===== config.mk =====
export PLATFORM = sky130hd
export DESIGN_NAME = alu_operand_stage
export DESIGN_NICKNAME = d
export VERILOG_FILES = /design/src/rtl/alu_operand_stage_pkg.sv /design/src/rtl/alu_operand_stage_fwd_select.sv /design/src/rtl/alu_operand_stage.sv
export SDC_FILE = /design/constraint.sdc
export NUM_CORES = 1
export LEC_CHECK = 0
export CAP_MARGIN = 20
export CORE_AREA = 4 4 134 136
export DETAILED_ROUTE_END_ITERATION = 7
export DIE_AREA = 0 0 138 140
export PLACE_DENSITY = 0.87
export SYNTH_ARGS = -nofsm -noshare
export SYNTH_HDL_FRONTEND = slang
export SYNTH_SLANG_ARGS = --single-unit

===== constraint.sdc =====
create_clock -name clk -period 11.25 [get_ports clk]
set_input_delay 1.6875 -clock clk [delete_from_list [all_inputs] [get_ports clk]]
set_output_delay 1.6875 -clock clk [all_outputs]
set_load 0.05 [all_outputs]

===== src/rtl/alu_operand_stage_pkg.sv =====
// Shared types and constants for the ID/EX operand stage: ALU opcodes, forward-select
// codes and the bundle of downstream control bits carried through the stage.
package alu_operand_stage_pkg;

   typedef logic [3:0] alu_op_t;
   typedef logic [1:0] fwd_sel_t;

   localparam alu_op_t ALU_AND = 4'b0000;
   localparam alu_op_t ALU_OR  = 4'b0001;
   localparam alu_op_t ALU_NOR = 4'b0010;
   localparam alu_op_t ALU_ADD = 4'b0011;
   localparam alu_op_t ALU_SLL = 4'b0100;
   localparam alu_op_t ALU_SRL = 4'b0101;
   localparam alu_op_t ALU_ORI = 4'b0111;
   localparam alu_op_t ALU_LUI = 4'b1000;
   localparam alu_op_t ALU_SUB = 4'b1001;

   localparam fwd_sel_t FWD_HELD  = 2'b00;
   localparam fwd_sel_t FWD_EXMEM = 2'b01;
   localparam fwd_sel_t FWD_MEMWB = 2'b10;

   typedef struct packed {
      logic reg_write;
      logic mem_read;
      logic mem_write;
      logic mem_to_reg;
   } ctrl_t;

endpackage


===== src/rtl/alu_operand_stage_fwd_select.sv =====
// Per-operand forwarding mux: EX/MEM beats MEM/WB beats the held register value.
// Register 0 is hard-wired and never forwarded.
module alu_operand_stage_fwd_select
   import alu_operand_stage_pkg::*;
#(
   parameter int unsigned DATA_W = 32,
   parameter int unsigned REG_AW = 5
) (
   input  logic [REG_AW-1:0] held_addr_i,
   input  logic [DATA_W-1:0] held_data_i,
   input  logic              exmem_reg_write_i,
   input  logic [REG_AW-1:0] exmem_rd_i,
   input  logic [DATA_W-1:0] exmem_result_i,
   input  logic              memwb_reg_write_i,
   input  logic [REG_AW-1:0] memwb_rd_i,
   input  logic [DATA_W-1:0] memwb_result_i,
   output logic [DATA_W-1:0] fwd_data_o,
   output fwd_sel_t          fwd_sel_o
);

   logic exmem_hit;
   logic memwb_hit;

   assign exmem_hit = exmem_reg_write_i && (exmem_rd_i != '0) && (exmem_rd_i == held_addr_i);
   assign memwb_hit = memwb_reg_write_i && (memwb_rd_i != '0) && (memwb_rd_i == held_addr_i);

   always_comb begin
      fwd_sel_o  = FWD_HELD;
      fwd_data_o = held_data_i;
      if (exmem_hit) begin
         fwd_sel_o  = FWD_EXMEM;
         fwd_data_o = exmem_result_i;
      end else if (memwb_hit) begin
         fwd_sel_o  = FWD_MEMWB;
         fwd_data_o = memwb_result_i;
      end
   end

endmodule


===== src/rtl/alu_operand_stage.sv =====
// ID/EX pipeline register with operand forwarding and load-use detection.
// Drives A, B, ALUOperation and Shamt of the downstream 32-bit ALU.
module alu_operand_stage
   import alu_operand_stage_pkg::*;
#(
   parameter int unsigned DATA_W = 32,
   parameter int unsigned REG_AW = 5
) (
   input  logic              clk,
   input  logic              reset,
   input  logic              stall,
   input  logic              flush,
   input  logic              id_valid,
   input  logic [REG_AW-1:0] id_rs_addr,
   input  logic [REG_AW-1:0] id_rt_addr,
   input  logic [REG_AW-1:0] id_rd_addr,
   input  logic [DATA_W-1:0] id_rs_data,
   input  logic [DATA_W-1:0] id_rt_data,
   input  logic [DATA_W-1:0] id_imm,
   input  logic [4:0]        id_shamt,
   input  logic [3:0]        id_alu_op,
   input  logic              id_alu_src,
   input  logic              id_uses_rt,
   input  logic              id_reg_write,
   input  logic              id_mem_read,
   input  logic              id_mem_write,
   input  logic              id_mem_to_reg,
   input  logic              exmem_reg_write,
   input  logic [REG_AW-1:0] exmem_rd,
   input  logic [DATA_W-1:0] exmem_result,
   input  logic              memwb_reg_write,
   input  logic [REG_AW-1:0] memwb_rd,
   input  logic [DATA_W-1:0] memwb_result,
   output logic              load_use,
   output logic              ex_valid,
   output logic [DATA_W-1:0] ex_alu_a,
   output logic [DATA_W-1:0] ex_alu_b,
   output logic [3:0]        ex_alu_op,
   output logic [4:0]        ex_shamt,
   output logic [DATA_W-1:0] ex_store_data,
   output logic [REG_AW-1:0] ex_dest,
   output logic              ex_reg_write,
   output logic              ex_mem_read,
   output logic              ex_mem_write,
   output logic              ex_mem_to_reg
);

   logic              valid_q, valid_d;
   ctrl_t             ctrl_q, ctrl_d;
   logic [REG_AW-1:0] rs_addr_q, rs_addr_d;
   logic [REG_AW-1:0] rt_addr_q, rt_addr_d;
   logic [REG_AW-1:0] dest_q, dest_d;
   logic [DATA_W-1:0] rs_data_q, rs_data_d;
   logic [DATA_W-1:0] rt_data_q, rt_data_d;
   logic [DATA_W-1:0] imm_q, imm_d;
   logic [4:0]        shamt_q, shamt_d;
   alu_op_t           alu_op_q, alu_op_d;
   logic              alu_src_q, alu_src_d;

   logic              bubble;
   logic [DATA_W-1:0] fwd_rs_data, fwd_rt_data;
   fwd_sel_t          fwd_rs_sel, fwd_rt_sel;

   function automatic logic wb_match(input logic [REG_AW-1:0] addr);
      return memwb_reg_write && (memwb_rd != '0) && (memwb_rd == addr);
   endfunction

   assign load_use = valid_q && ctrl_q.mem_read && (dest_q != '0) &&
                     ((dest_q == id_rs_addr) || (id_uses_rt && (dest_q == id_rt_addr)));

   // Flush always wins; a load-use bubble only goes in when the stage is free to advance.
   assign bubble = flush || (!stall && load_use);

   always_comb begin
      valid_d   = valid_q;
      ctrl_d    = ctrl_q;
      rs_addr_d = rs_addr_q;
      rt_addr_d = rt_addr_q;
      dest_d    = dest_q;
      rs_data_d = rs_data_q;
      rt_data_d = rt_data_q;
      imm_d     = imm_q;
      shamt_d   = shamt_q;
      alu_op_d  = alu_op_q;
      alu_src_d = alu_src_q;
      if (bubble) begin
         valid_d   = 1'b0;
         ctrl_d    = '0;
         rs_addr_d = '0;
         rt_addr_d = '0;
         dest_d    = '0;
         rs_data_d = '0;
         rt_data_d = '0;
         imm_d     = '0;
         shamt_d   = '0;
         alu_op_d  = '0;
         alu_src_d = 1'b0;
      end else if (stall) begin
         // Keep held operands current so a long stall does not lose a retiring write.
         if (wb_match(rs_addr_q)) rs_data_d = memwb_result;
         if (wb_match(rt_addr_q)) rt_data_d = memwb_result;
      end else begin
         valid_d   = id_valid;
         ctrl_d    = '{reg_write:  id_reg_write  & id_valid,
                       mem_read:   id_mem_read   & id_valid,
                       mem_write:  id_mem_write  & id_valid,
                       mem_to_reg: id_mem_to_reg & id_valid};
         rs_addr_d = id_rs_addr;
         rt_addr_d = id_rt_addr;
         dest_d    = id_rd_addr;
         rs_data_d = wb_match(id_rs_addr) ? memwb_result : id_rs_data;
         rt_data_d = wb_match(id_rt_addr) ? memwb_result : id_rt_data;
         imm_d     = id_imm;
         shamt_d   = id_shamt;
         alu_op_d  = id_alu_op;
         alu_src_d = id_alu_src;
      end
   end

   always_ff @(posedge clk or posedge reset) begin
      if (reset) begin
         valid_q   <= 1'b0;
         ctrl_q    <= '0;
         rs_addr_q <= '0;
         rt_addr_q <= '0;
         dest_q    <= '0;
         rs_data_q <= '0;
         rt_data_q <= '0;
         imm_q     <= '0;
         shamt_q   <= '0;
         alu_op_q  <= '0;
         alu_src_q <= 1'b0;
      end else begin
         valid_q   <= valid_d;
         ctrl_q    <= ctrl_d;
         rs_addr_q <= rs_addr_d;
         rt_addr_q <= rt_addr_d;
         dest_q    <= dest_d;
         rs_data_q <= rs_data_d;
         rt_data_q <= rt_data_d;
         imm_q     <= imm_d;
         shamt_q   <= shamt_d;
         alu_op_q  <= alu_op_d;
         alu_src_q <= alu_src_d;
      end
   end

   alu_operand_stage_fwd_select #(
      .DATA_W (DATA_W),
      .REG_AW (REG_AW)
   ) u_fwd_rs (
      .held_addr_i       (rs_addr_q),
      .held_data_i       (rs_data_q),
      .exmem_reg_write_i (exmem_reg_write),
      .exmem_rd_i        (exmem_rd),
      .exmem_result_i    (exmem_result),
      .memwb_reg_write_i (memwb_reg_write),
      .memwb_rd_i        (memwb_rd),
      .memwb_result_i    (memwb_result),
      .fwd_data_o        (fwd_rs_data),
      .fwd_sel_o         (fwd_rs_sel)
   );

   alu_operand_stage_fwd_select #(
      .DATA_W (DATA_W),
      .REG_AW (REG_AW)
   ) u_fwd_rt (
      .held_addr_i       (rt_addr_q),
      .held_data_i       (rt_data_q),
      .exmem_reg_write_i (exmem_reg_write),
      .exmem_rd_i        (exmem_rd),
      .exmem_result_i    (exmem_result),
      .memwb_reg_write_i (memwb_reg_write),
      .memwb_rd_i        (memwb_rd),
      .memwb_result_i    (memwb_result),
      .fwd_data_o        (fwd_rt_data),
      .fwd_sel_o         (fwd_rt_sel)
   );

   assert property (@(posedge clk) disable iff (reset)
                    (fwd_rs_sel != 2'b11) && (fwd_rt_sel != 2'b11));

   assign ex_valid      = valid_q;
   assign ex_alu_a      = fwd_rs_data;
   assign ex_store_data = fwd_rt_data;
   assign ex_alu_b      = alu_src_q ? imm_q : fwd_rt_data;
   assign ex_alu_op     = alu_op_q;
   assign ex_shamt      = shamt_q;
   assign ex_dest       = dest_q;
   assign ex_reg_write  = ctrl_q.reg_write;
   assign ex_mem_read   = ctrl_q.mem_read;
   assign ex_mem_write  = ctrl_q.mem_write;
   assign ex_mem_to_reg = ctrl_q.mem_to_reg;

endmodule


# Word level (Yosys, flattened, before mapping)
# Index checks and enable logic that the tools add are counted.
dict set report totals {
  romBits 0
  in_bits 207
  ram_bits 0
  reg_bits 126
  mem_count 0
  out_inout_bits 116
  elab_cells 75
  latch_bits 0
}
dict set report classes {
  bitwise 4
  n_mux 29
  n_addsub 0
  magnitude_cmp 0
  n_eq_ne 9
  div 0
  reduce_logical 19
  n_shift 0
  mul 0
}
# cell count
set op_table {}
lappend op_table {{two-way mux 32 bit} 13}
lappend op_table {{equality test 5 bit} 8}
lappend op_table {{two-way mux 5 bit} 8}
lappend op_table {{two-way mux 4 bit} 4}
lappend op_table {{nonzero test 5 bit} 3}
lappend op_table {{logical AND 1 bit} 13}
lappend op_table {{bitwise AND 1 bit} 4}
lappend op_table {{two-way mux 1 bit} 4}
lappend op_table {{logical OR 1 bit} 2}
lappend op_table {{!= test 2 x 1 -> 1 bit, second input constant} 1}
lappend op_table {{zero test 1 bit} 1}

# Depth between registers and ports, before layout
# Gate-level depths: netlist (run 1).
dict set report logic_depth {
  word_depth 7
  mapped_depth 8
  ltp_nobuf 5
}

# Modules after synthesis
# A second synthesis (run 1) with hierarchy kept.
dict set report hier_totals {
  cells_unflattened 997
  hier_area_um2 9223.8
}
# module area_per_inst_um2 cells_per_inst seq_area_each_um2 instances
set modules_own_cells {}
lappend modules_own_cells {alu_operand_stage 6228.5 625 3153.0 1}
lappend modules_own_cells {alu_operand_stage_fwd_select 1497.7 186 0.0 2}

# Worst setup path before layout (run 1)
# No wires, ideal clock.
dict set report synth_path {
  path_kind {in2out}
  from {input memwb_rd[0]}
  to {output ex_alu_b[10]}
  setup_slack_ps 5173
  stages 7
  t_required_ps 9562
  n_path_buf 2
  arrival_ps 4390
  cell_sequence {clkbuf_1 -> or4_4 -> o21ai_4 -> buf_2 -> o31ai_1 -> a31oi_1 -> mux2_2}
}
dict set report synth_via {
  elab_chain_len 6
  word_cells_on_any_way 7
  classes_between {1 x eq/ne; 3 x mux; 3 x reduce/logical}
}
# item line_no
set synth_lines {}
lappend synth_lines {{start: declaration} alu_operand_stage.sv:32} ;# input logic [REG_AW-1:0] memwb_rd,
lappend synth_lines {{nonzero test 5 bit} alu_operand_stage_fwd_select.sv:25} ;# assign memwb_hit = memwb_reg_write_i && (memwb_rd_i != '0) && (memwb_rd_i == held_addr_i);
lappend synth_lines {{logical AND 1 bit} alu_operand_stage_fwd_select.sv:25}
lappend synth_lines {{logical AND 1 bit *} alu_operand_stage_fwd_select.sv:25}
lappend synth_lines {{two-way mux 32 bit *} -}
lappend synth_lines {{two-way mux 32 bit *} alu_operand_stage_fwd_select.sv:30} ;# if (exmem_hit) begin
lappend synth_lines {{named net ex_store_data[10]} alu_operand_stage.sv:40} ;# output logic [DATA_W-1:0] ex_store_data,
lappend synth_lines {{two-way mux 32 bit *} alu_operand_stage.sv:186} ;# assign ex_alu_b = alu_src_q ? imm_q : fwd_rt_data;
lappend synth_lines {{end: declaration} alu_operand_stage.sv:37} ;# output logic [DATA_W-1:0] ex_alu_b,
# The timed path passes the listed nets; every way through them passes the cells marked *.

# Worst setup path after layout (run 1)
dict set report layout_path {
  from {input exmem_rd[0]}
  to {output ex_alu_b[30]}
}
dict set report layout_via {
  elab_chain_len 5
  word_cells_on_any_way 6
  classes_between {1 x eq/ne; 2 x mux; 3 x reduce/logical}
}
# item line_no
set layout_lines {}
lappend layout_lines {{start: declaration} alu_operand_stage.sv:29} ;# input logic [REG_AW-1:0] exmem_rd,
lappend layout_lines {{nonzero test 5 bit} alu_operand_stage_fwd_select.sv:24} ;# assign exmem_hit = exmem_reg_write_i && (exmem_rd_i != '0) && (exmem_rd_i == held_addr_i);
lappend layout_lines {{logical AND 1 bit} alu_operand_stage_fwd_select.sv:24}
lappend layout_lines {{logical AND 1 bit *} alu_operand_stage_fwd_select.sv:24}
lappend layout_lines {{two-way mux 32 bit *} alu_operand_stage_fwd_select.sv:30}
lappend layout_lines {{two-way mux 32 bit *} alu_operand_stage.sv:186}
# Mark *: on every way between the ends. The rest lies on a longest branch, timed or not.

==> impl_metrics.yaml, run 1 <==
setup_path:
  crit_chain: "clkdlybuf4s50_1, or4_1, o211ai_4, or2_2, a31oi_1, mux2_2, clkdlybuf4s50_1"
  worstReg2RegStart: "rt_addr_q[3]"
  arrival_ns: 5.83
  rr_worst_depth: 6
  cp.depth: 7
  reg2reg_slack_ns: 8.30
  cpMaxStageDelayCell: "o211ai_4"
  cp_slowest_stage_delay_ns: 0.92
  worstSetupPathType: "input pin to output port"
  crit_path_frequent_cell: "clkdlybuf4s50_1"
  worstPathRequired_ns: 9.56
  crit_fanout: 33
  r2r-end: "rt_data_q[26]"
  crit_start: "exmem_rd[0]"
  cp-end-kind: "output port"
  start_kind: "input pin"
  endpoint: "ex_alu_b[30]"
  critPathTopFamily: "simple AND/OR/NAND/NOR gates"
  crit_buf_inv: 2
synthesis:
  synth_edf_count: 0
  postSynthAreaPerCell_um2: 9.53
  synthFlopType: "dfrtp_1"
  ys_warn_count: 0
  syn-num-nets: 1040
  yosysUniqueCellTypes: 42
  syn_area_um2: 7940
  async_flop_share: 1.00
  synth.yosys.seq_area_share: 0.397
  ys_ff_latch: 126
  netlist_instances: 833
  yosys.area.top_type: "dfrtp_1"
  synth_area_leaders: "dfrtp_1 40%, o32a_1 7.9%, o211a_1 7.8%"
  yosysTopAreaCellShare: 0.397
timing:
  fin_setup_tns_ns: 0
  worstMarginPinSlew_ns: 1.15
  layout_setup_ws_ns: 3.73
  maxSlewViolCount: 0
  hold_violations: 0
  layout_min_cycle_time_ns: 7.52
  skew_ns: 0.0121
  report.final.setup_viol: 0
  rsz0062_at_grt: "false"
  slew_headroom: 0.231
  max_freq_mhz: 133
  period_share: 0.668
finish:
  drive_above_1_share: 0.0937
  multiInputGateArea_um2: 4510
  top_regs: "imm_q: 32 flops, rs_data_q: 32 flops, rt_data_q: 32 flops"
  fill_cells: 1282
  final_nets: 1304
  register_area_um2: 3150
  areaGrowthSynthToFinish_pct: 51.2
  utilization: 0.709
placement:
  hpwl_um: 22300
  pre_cts_ws_ns: 3.75
  gp_congestion: 0.899
  port_buffers: 322
routing:
  routed-via-count: 8678
  viasPerCell: 6.50
  post_drt_wl_per_cell_um: 24.8
  first_iter_violations: 832
  drtAntennaViolNets: 0
  first_pass_iters: 8
  drc: 0
  drt-total-wl_um: 33200
pwr:
  ir_drop_uv: 107
  finalPower_mw: 1.62
  power_density_nw_per_um2: 135
  p_leak_nw: 4.84
floorplanning:
  core_um2: 16900
  fp-row-count: 48
  die_x_um: 138
  dieArea_um2: 19300
  die_h_um: 140
  ioPinCount: 323
  floorplan.initialDensity: 0.469
worst_hold_path:
  min_path_type: "register to register"
clock_network:
  ctsResizeCount: 0
  clock_latency_ns: 0.43
  root_buffer: "clkbuf_16"
  cts_max_path_buffers: 2
  numCtsBuffers: 17
  cts_htree_levels: 4
  path_clk_slew_ns: 0.06
  cts-hold-fix-buffers: 0
  cts_setup_buffers: 0
  clock-sinks: 126
  cts_tree: "yes"
global_routing:
  grt_overflow: 0
  grt_use_total: 0.333
  grt_pass1_wl_um: 51300
  first_global_vias: 8758
  grt_start_max_net_pins: 78
  grt_antenna_before_repair: 1
run:
  drv_cap: 0
run_status:
  outcome: "finished clean"
==> cells in the final DEF, fill, tap and decap left out, drive strengths merged, types with 13 or more instances in the layout <==
cell / n
clkdlybuf4s50: 321
dfrtp: 126
nand2: 107
o32a: 63
o211a: 62
nor3: 39
o21ai: 39
xnor2: 38
nand4: 34
a31oi: 34
o31ai: 34
mux2i: 33
mux2: 32
a21oi: 30
a22o: 25
clkbuf: 22
buf: 20
nand3: 13
==> metrics by stage <==
stage               hold slack (ns)  cell area (um^2)  instances
floorplan                     0.467              7940        833
global placement              0.462             11300       1300
detailed placement            0.488             11300       1302
CTS                           0.506             12000       1334
global route                  0.510             12000       1336
finish                        0.502             12000       1336
==> synth_stat cells (2+ instances only) <==
cell type  number
a22o_1         25
inv_1           3
o32a_1         63
xnor2_1        38
o22ai_1         4
a31oi_1        34
nor3_1         38
o31ai_1        34
nand4_1        34
nand2_1       107
dfrtp_1       126
buf_2          20
xor2_1          2
o211a_1        62
nand3_1        13
o21ai_0        37
mux2i_1        33
buf_1           2
mux2_2         32
and3_1          2
clkbuf_1       74
a21oi_1        30
==> worst reg2reg max path, stage by stage (launching register included) <==
cell and delay, ns:
dfrtp_1 0.44, xnor2_1 0.24, nand3_2 0.73, o31ai_4 0.70
buf_4 0.39, o32a_1 0.23, o211a_1 0.16
==> power by group <==
group | switching [mW] | internal, mW | total, mW
clock network | 0.212 | 0.394 | 0.605
registers | 0.0231 | 0.483 | 0.506
logic | 0.303 | 0.205 | 0.508
==> worst min-delay path by stage <==
stage,from,end,depth (start not counted)
2_1_floorplan,imm_q[0],imm_q[0],1
3_3_place_gp,ex_mem_to_reg,ex_mem_to_reg,2
3_5_place_dp,imm_q[11],imm_q[11],1
4_1_cts,imm_q[10],imm_q[10],1
5_1_grt,ex_alu_op[1],ex_alu_op[1],1
6_report,imm_q[10],imm_q[10],1
==> logic make-up (layout without fill, tap and decap cells) <==
logic type,after synthesis,count (layout),synth area share
flip-flops,126,126,0.397
XOR/XNOR,40,40,0.0441
other,0,1,0
AND/OR/NAND/NOR,204,204,0.121
multiplexers,65,65,0.0870
buffers and inverters,100,377,0.0504
AO/OA/AOI/OAI,298,298,0.301
==> routing by layer <==
metal  part of all wire  wire [um]  global-route usage  up-vias
met2               0.48      15800               0.542      576
li1                   -          -                   -     3760
met1               0.39      13000               0.426     4232
met5                  0          0                   0        -
met3              0.085       2830              0.0700      110
met4              0.046       1530               0.161        0
==> layout make-up <==
cell class,count,area share
Inverter,4,0.00167
Clock buffer,22,0.0403
Clock inverter,10,0.0132
Tap cell,225,0.0234
Timing Repair Buffer,341,0.283
Antenna cell,1,0.000208
Multi-Input combinational cell,607,0.376
Sequential cell,126,0.263
Power figures use the tool's default switching activity.
==> inputs of run 2 (changes only) <==
- CORE_AREA: 4 4 134 136 -> 4 4 140 142
- DIE_AREA: 0 0 138 140 -> 0 0 144 146
- PLACE_DENSITY: 0.87 -> 0.8
- clock period: 11.25 -> 7.5 ns (I/O delays scaled with it)
==> run 2 against run 1 <==
  * Combinational power grew 50%
  * Sequential power is 50% higher
  * Hold slack worse by 0.0051 ns
  * Largest cell class unchanged
  * Largest power group unchanged
==> impl_metrics.yaml, run 2 (same netlist as run 1, synthesis figures left out) <==
run:
  drv_cap: 0
routing:
  routed-via-count: 8532
  drt-total-wl_um: 33100
  post_drt_wl_per_cell_um: 24.7
  viasPerCell: 6.36
  drtAntennaViolNets: 0
  drc: 0
  first_pass_iters: 5
  first_iter_violations: 704
floorplanning:
  dieArea_um2: 21000
  die_h_um: 146
  die_x_um: 144
  ioPinCount: 323
  fp-row-count: 50
  core_um2: 18500
  floorplan.initialDensity: 0.430
setup_path:
  cpMaxStageDelayCell: "or2_2"
  cp-end-kind: "output port"
  worstSetupPathType: "input pin to output port"
  arrival_ns: 4.94
  crit_start: "exmem_rd[0]"
  critPathTopFamily: "buffers and inverters"
  start_kind: "input pin"
  crit_fanout: 33
  crit_path_frequent_cell: "clkdlybuf4s50_1"
  cp_slowest_stage_delay_ns: 0.74
  rr_worst_depth: 6
  cp.depth: 8
  r2r-end: "rt_data_q[29]"
  endpoint: "ex_alu_b[19]"
  worstPathRequired_ns: 6.38
  crit_chain: "clkdlybuf4s50_1, or4_1, o211ai_4, buf_4, or2_2, a31oi_1, mux2_2, clkdlybuf4s50_1"
  reg2reg_slack_ns: 4.28
  crit_buf_inv: 3
  worstReg2RegStart: "rt_addr_q[1]"
finish:
  final_nets: 1301
  top_regs: "imm_q: 32 flops, rs_data_q: 32 flops, rt_data_q: 32 flops"
  drive_above_1_share: 0.0930
  register_area_um2: 3150
  multiInputGateArea_um2: 4510
  final_common_cell: "clkdlybuf4s50_1"
  stdcell_count: 1342
  areaGrowthSynthToFinish_pct: 50.5
  fill_cells: 1529
  layout_common_cells: "321 x clkdlybuf4s50_1, 125 x dfrtp_1, 106 x nand2_1, 63 x o32a_1, 62 x o211a_1"
clock_network:
  clock-sinks: 126
  cts_max_path_buffers: 2
  cts_tree: "yes"
  path_clk_slew_ns: 0.06
  clock_latency_ns: 0.42
  root_buffer: "clkbuf_16"
  ctsResizeCount: 0
  cts-hold-fix-buffers: 0
  cts_htree_levels: 4
  numCtsBuffers: 17
  cts_setup_buffers: 0
timing:
  max_freq_mhz: 165
  report.final.setup_viol: 0
  layout_min_cycle_time_ns: 6.06
  hold_violations: 0
  fin_setup_tns_ns: 0
  worstMarginPinSlew_ns: 1.13
  period_share: 0.808
  maxSlewViolCount: 0
  slew_headroom: 0.242
  skew_ns: 0.00989
  rsz0062_at_grt: "false"
placement:
  hpwl_um: 21900
  gp_congestion: 0.924
  place_inst: 1308
  port_buffers: 322
run_status:
  outcome: "finished clean"
pwr:
  p_int_mw: 1.58
  power_density_nw_per_um2: 201
  p_leak_nw: 4.80
  pwr-share-seq: 0.315
  sw_frac_of_total: 0.341
  ir_drop_uv: 149
  pwr-share-clk: 0.367
  pwr-share-comb: 0.317
  p_switching_mw: 0.820
global_routing:
  grt_pass1_wl_um: 49800
  grt_start_max_net_pins: 78
  grt_overflow: 0
  grt_antenna_before_repair: 1
  grt_use_total: 0.303
  first_global_vias: 8584
worst_hold_path:
  min_path_type: "register to register"
run 2: cell types whose count changed in the layout (fill, tap and decap cells not counted):
cell,previous run,this run
clkbuf_1,1,0
clkbuf_8,4,3
and3_2,0,1
buf_6,1,0
buf_16,1,0
and3_1,2,1
inv_6,1,4
clkinvlp_4,2,3
buf_4,17,16
clkinv_2,3,2
bufinv_16,4,3
run 2: per-layer routing:
layer  global-route usage  part of all wire  vias to the layer above
met4                0.122             0.034                        0
met3               0.0707             0.090                       91
met2                0.491              0.48                      557
met1                0.389              0.40                     4135
li1                     -                 -                     3749
met5                    0                 0                        -
run 2: cell type report:
| cell class | count | share of cell area |
|---|---|---|
| sequential | 126 | 0.264 |
| multi-input combinational | 607 | 0.377 |
| inverter | 4 | 0.00167 |
| antenna | 1 | 0.000209 |
| tap | 234 | 0.0245 |
| clock inverter | 12 | 0.0132 |
| timing repair buffer | 338 | 0.280 |
| clock buffer | 20 | 0.0390 |
run 2: power groups by stage:
stage | Combinational, mW | Clock, mW | Sequential (mW)
after floorplan | 0.427 | 0 | 0.775
after global placement | 0.749 | 0 | 0.766
after detailed placement | 0.757 | 0 | 0.768
after CTS | 0.760 | 0.892 | 0.756
after global routing | 0.797 | 0.926 | 0.762
final | 0.762 | 0.882 | 0.758
run 2: stage by stage:
| stage | util | setup slack [ns] | power [mW] | cell area (um^2) | hold WS [ns] |
|---|---|---|---|---|---|
| detailed placement | 0.613 | 1.50 | 1.53 | 11300 | 0.477 |
| CTS | 0.647 | 1.49 | 2.41 | 11900 | 0.494 |
| global placement | 0.613 | 1.55 | 1.52 | 11300 | 0.479 |
| global route | 0.648 | 1.33 | 2.49 | 12000 | 0.521 |
| finish | 0.648 | 1.44 | 2.40 | 12000 | 0.497 |
| floorplan | - | 2.55 | 1.20 | 7940 | 0.467 |
run 2: worst min-delay path by stage:
stage / endpoint / from / cells past startpoint
floorplan: imm_q[0] / imm_q[0] / 1
CTS: ex_mem_write / ex_mem_write / 2
detailed placement: ex_mem_write / ex_mem_write / 2
global route: ex_alu_op[1] / ex_alu_op[1] / 1
finish: ex_reg_write / ex_reg_write / 2
global placement: ex_mem_write / ex_mem_write / 2
run 2: tightest hold or removal path, cell delays in order, from the launching register on:
cell and delay (ns):
dfrtp_1 0.35, nand2_1 0.05, o21ai_0 0.06
